--- config.mk ---
export PLATFORM = sky130hd
export DESIGN_NAME = lbist_controller
export DESIGN_NICKNAME = d
export VERILOG_FILES = /design/src/rtl/lbist_controller.sv
export SDC_FILE = /design/constraint.sdc
export NUM_CORES = 1
export LEC_CHECK = 0
export CORE_MARGIN = 2
export CORE_UTILIZATION = 53
export CTS_CLUSTER_DIAMETER = 60
export DETAILED_ROUTE_END_ITERATION = 8
export PLACE_DENSITY_LB_ADDON = 0.2
export SYNTH_ARGS = -nofsm -noshare
export SYNTH_HDL_FRONTEND = slang
export SYNTH_SLANG_ARGS = --single-unit
--- constraint.sdc ---
create_clock -name clk -period 1.9 [get_ports clk]
set_input_delay 0.475 -clock clk [delete_from_list [all_inputs] [get_ports clk]]
set_output_delay 0.475 -clock clk [all_outputs]
set_load 0.03 [all_outputs]
--- src/rtl/lbist_controller.sv ---
// rtl/lbist_controller.sv - logic BIST session controller: LFSR pattern source, 16-bit MISR, golden compare
module lbist_controller #(
    parameter int unsigned PAT_COUNT  = 256,
    parameter logic [35:0] LFSR_SEED  = 36'h0_0000_0001,
    parameter logic [15:0] GOLDEN_SIG = 16'h0000
) (
    input  logic        clk,
    input  logic        rst_n,
    input  logic        start,
    input  logic        abort,
    input  logic [6:0]  cut_out,
    output logic [35:0] cut_in,
    output logic        test_mode,
    output logic        busy,
    output logic        done,
    output logic        pass,
    output logic [15:0] signature
);

    typedef enum logic [2:0] {
        ST_IDLE,
        ST_INIT,
        ST_RUN,
        ST_COMPARE,
        ST_DONE
    } state_t;

    // An all-zero seed would lock the LFSR, so substitute 1.
    localparam logic [35:0] SEED_EFF = (LFSR_SEED == 36'h0) ? 36'h1 : LFSR_SEED;
    localparam logic [15:0] LAST_IDX = 16'(PAT_COUNT - 1);

    state_t      r_state;
    logic [35:0] r_lfsr;
    logic [15:0] r_misr;
    logic [15:0] r_count;
    logic [35:0] r_cut_in;
    logic        r_test_mode;
    logic        r_busy;
    logic        r_done;
    logic        r_pass;

    logic [35:0] w_lfsr_next;
    logic [15:0] w_misr_next;
    logic        w_last;

    assign w_lfsr_next = {r_lfsr[34:0], r_lfsr[35] ^ r_lfsr[24]};
    assign w_misr_next = {r_misr[14:0], r_misr[15] ^ r_misr[14] ^ r_misr[12] ^ r_misr[3]}
                         ^ {9'b0, cut_out};
    assign w_last      = (r_count == LAST_IDX);

    // Session FSM; outputs are registered alongside the state so they change only with it.
    always_ff @(posedge clk or negedge rst_n) begin
        if (!rst_n) begin
            r_state     <= ST_IDLE;
            r_lfsr      <= 36'h0;
            r_misr      <= 16'h0;
            r_count     <= 16'h0;
            r_cut_in    <= 36'h0;
            r_test_mode <= 1'b0;
            r_busy      <= 1'b0;
            r_done      <= 1'b0;
            r_pass      <= 1'b0;
        end else if (abort && (r_state != ST_IDLE)) begin
            // Abort wins over every transition; MISR is left as captured so far.
            r_state     <= ST_IDLE;
            r_cut_in    <= 36'h0;
            r_test_mode <= 1'b0;
            r_busy      <= 1'b0;
            r_done      <= 1'b0;
            r_pass      <= 1'b0;
        end else begin
            case (r_state)
                ST_IDLE: begin
                    if (start && !abort) begin
                        r_state     <= ST_INIT;
                        r_test_mode <= 1'b1;
                        r_busy      <= 1'b1;
                    end
                end
                ST_INIT: begin
                    r_lfsr   <= SEED_EFF;
                    r_misr   <= 16'h0;
                    r_count  <= 16'h0;
                    r_pass   <= 1'b0;
                    r_cut_in <= SEED_EFF;
                    r_state  <= ST_RUN;
                end
                ST_RUN: begin
                    r_misr  <= w_misr_next;
                    r_lfsr  <= w_lfsr_next;
                    r_count <= r_count + 16'd1;
                    if (w_last) begin
                        r_state  <= ST_COMPARE;
                        r_cut_in <= 36'h0;
                    end else begin
                        r_cut_in <= w_lfsr_next;
                    end
                end
                ST_COMPARE: begin
                    r_pass  <= (r_misr == GOLDEN_SIG);
                    r_busy  <= 1'b0;
                    r_done  <= 1'b1;
                    r_state <= ST_DONE;
                end
                ST_DONE: begin
                    // Start must drop before another session can be requested.
                    if (!start) begin
                        r_state     <= ST_IDLE;
                        r_done      <= 1'b0;
                        r_test_mode <= 1'b0;
                    end
                end
                default: begin
                    r_state     <= ST_IDLE;
                    r_cut_in    <= 36'h0;
                    r_test_mode <= 1'b0;
                    r_busy      <= 1'b0;
                    r_done      <= 1'b0;
                end
            endcase
        end
    end

    assign cut_in    = r_cut_in;
    assign test_mode = r_test_mode;
    assign busy      = r_busy;
    assign done      = r_done;
    assign pass      = r_pass;
    assign signature = r_misr;

endmodule
==> results.toml <==
[run_status]
status = "completed"

[die]
core.rowCount = 33
core_mm2 = 0.00818
die_h_um = 95.6
fp.dieArea_mm2 = 0.00914
start_util = 0.544
io_pins = 67
die_x_um = 95.6

[layout]
insertedDiodeCount = 0
regArea_mm2 = 0.00278
area_delta_synth_final_pct = 26.3
fin_cells = 544
multi_input_area_mm2 = 0.00157
fill_cells = 616
nets = 447
drive_gt1_frac = 0.109

[power]
power.density_mw_per_mm2 = 898
pwr-share-seq = 0.537
power.internal_mw = 3.47
p_switching_mw = 1.58
power_frac_comb = 0.192
peakVddDrop_uv = 686
clkPwrFrac = 0.271
p_sw_frac = 0.313
power.leakage_nw = 3.05

[synth]
synth-compound-area-share = 0.213
ys_seq_area_frac = 0.624
muxShareOfSynthArea = 0.00225
yosysTopAreaCellShare = 0.624
yosys.area_share.adder = 0.00787
synth_nets = 366
yosys_warnings = 0
synthSimpleGateAreaFrac = 0.0928
synth_xor_area_frac = 0.0332
synth_seq_cells = 111
synth_largest_area_cell = "dfrtp_1"
synthTopCellsByArea = "dfrtp_1 62%, a22o_1 17%, xor2_1 2.2%"
synth_area_mm2 = 0.00445
syn_area_per_cell_um2 = 12.6
synth_top_family_by_area = "compound AO/OA/AOI/OAI gates"
yosysUniqueCellTypes = 40
synth_cells = 353

[global_route]
track_usage = 0.217
gr-usage-met3 = 0.0356
antenna_found_initial = 0
use_met1 = 0.330
met2_usage = 0.310
grt_overflow = 0
busiest_layer = "met1"
first_global_vias = 3100
grt_max_degree = 44
grt_pass1_wl_um = 15200

[worst_setup_path]
crit_path_start_kind = "register"
slowest_delay_ns = 0.46
crit_arrival_ns = 1.26
crit_family = "flip-flops"
critical_path_required_ns = 1.42
worst_path_max_delay_cell = "dfrtp_1"
crit_path_cell_trace = "dlygate4sd2_1"
crit_fanout = 5
criticalPathCategory = "register to output pin"
critPathBufInv = 1
endpoint_kind = "output pin"

[detailed_routing]
via_per_inst = 5.82
drt.antenna.violating_nets = 0
drt-wirelength-per-cell_um = 16.3
drc_errors = 0
drtPass1Iterations = 4
first_iter_violations = 134
wl_um = 8890
vias = 3164

[cts]
worstSkewPairLatency_ns = 0.37
clockBufferDepth = 2
htree_levels = 3
cts-root-buf = "clkbuf_8"
cts.clk_slew.worst_paths_ns = 0.10
clkSinkCount = 111
cts_buffers = 9
cts_tree = "yes"
postCtsSetupRepairBufs = 0

[sta]
hold_violations = 0
fmax_mhz = 577
slew_headroom = 0.725
period_minus_slack_ns = 1.73
clock_skew_ns = 0.0117
tightest_slew_ns = 0.402
min_period_over_period = 0.912
final.setup.tns_ns = 0
setup_viol = 0
maxSlewViolCount = 0
rsz0062_at_grt = "false"

[job]
cap_violations = 0

[placement]
hpwl_um = 5970
place_congestion = 0.860
port_buffers = 66
dp_cells = 527

[min_path]
hold_path.class = "register to register"
## metrics by stage
| stage | hold slack [ns] | setup slack (ns) | total power, mW | cell area (um^2) | util |
|---|---|---|---|---|---|
| 4_1_cts | 0.505 | 0.000169 | 5.10 | 5580 | 0.683 |
| 3_3_place_gp | 0.373 | -0.104 | 3.77 | 5430 | 0.664 |
| 2_1_floorplan | 0.179 | 0.159 | 3.32 | 4450 | - |
| 5_1_grt | 0.521 | 0.0608 | 5.29 | 5620 | 0.687 |
| 6_report | 0.495 | 0.167 | 5.05 | 5620 | 0.687 |
| 3_5_place_dp | 0.375 | -0.140 | 3.80 | 5430 | 0.664 |
## final timing paths
path	start	end	slack, ns	cells past startpoint
setup / recovery	signature[3]$_DFFE_PN0P_	signature[3]	0.17	1
hold / removal	done$_DFFE_PN0P_	done$_DFFE_PN0P_	0.49	1
setup reg to reg	r_count[0]$_DFFE_PN0P_	cut_in[1]$_DFFE_PN0P_	0.17	6
hold reg to reg	done$_DFFE_PN0P_	done$_DFFE_PN0P_	0.49	1
max in group asynchronous	rst_n	r_lfsr[27]$_DFFE_PN0P_	0.79	3
min in group asynchronous	rst_n	cut_in[27]$_DFFE_PN0P_	0.51	2
## sequential cells by signal (all words and copies together), names as in the netlist
name and flops:
busy 1, cut_in 36, done 1, pass 1
r_count 16, r_lfsr 36, r_state 3, signature 16
test_mode 1
## per-layer routing
| metal | vias up | share of wire |
|---|---|---|
| met5 | - | 0 |
| met4 | 0 | 0.013 |
| met3 | 7 | 0.032 |
| met2 | 64 | 0.47 |
| met1 | 1604 | 0.48 |
| li1 | 1489 | - |
## Yosys cell counts
cell type    n
nand4_1      7
xor2_2       1
and2_1       1
a21oi_1     13
and4b_1      1
xnor2_1      4
dfrtp_1    111
o21ai_1      1
nor3_1       2
and2_0       1
nor2_2       1
a32oi_1      1
nand3_1      4
nor2_1      13
or3_1        9
or4b_1       1
nor2b_1      7
nand2_1     11
and4_1       4
buf_4        1
buf_2        4
maj3_1       1
a21o_1       3
o21ai_0     12
o2bb2ai_1    1
nor4_1       5
a22o_1      85
a2111oi_0    1
clkbuf_1    17
o22ai_1      1
mux2i_1      1
inv_1        7
o32a_1       1
xor2_1      11
ha_1         2
o32ai_1      1
nor3_2       1
and3_1       1
nand2b_1     3
nand4b_1     1
## cell families (layout without fill, tap and decap cells)
logic type      after synthesis  after routing
fa+ha+maj                     3              3
xor+xnor                     16             16
simple gates                 73             73
buf+inv                      29            115
compound gates              120            120
flops                       111            111
mux                           1              1
## placed cells by master (no fill, tap or decap), types with 2 or more instances in the layout
cell type,netlist,layout
a21o_1,3,3
a21oi_1,13,13
a22o_1,85,85
and4_1,4,4
buf_12,0,6
buf_4,1,20
clkbuf_8,0,10
clkdlybuf4s50_1,0,9
dfrtp_1,111,111
dlygate4sd2_1,0,41
dlymetal6s2s_1,0,15
ha_1,2,2
inv_1,7,7
inv_6,0,4
nand2_1,11,10
nand2b_1,3,3
nand3_1,4,4
nand4_1,7,7
nor2_1,13,13
nor2b_1,7,6
nor3_1,2,2
nor4_1,5,5
o21ai_0,12,12
or3_1,9,9
xnor2_1,4,4
xor2_1,11,11
## timing repair
item | in CTS | in global routing
resized for setup | 41 | 15
endpoints found under the setup margin | 41 | 15
hold endpoints to repair | 16 | 0
hold buffers | 1 | 0
## power groups by stage
stage          Sequential [mW]  Combinational (mW)  Clock [mW]
3_3_place_gp              2.75                1.03           0
4_1_cts                   2.71               0.986        1.41
2_1_floorplan             2.92               0.404           0
6_report                  2.71               0.971        1.37
3_5_place_dp              2.75                1.05           0
5_1_grt                   2.74                1.06        1.49
## cell type report
class | count | share of cell area
clock inverter | 6 | 0.0107
tap | 105 | 0.0234
clock buffer | 10 | 0.0245
inverter | 7 | 0.00468
multi-input combinational | 213 | 0.279
timing repair buffer | 92 | 0.163
sequential | 111 | 0.494
Note: power is estimated with default switching activity, not from simulation.
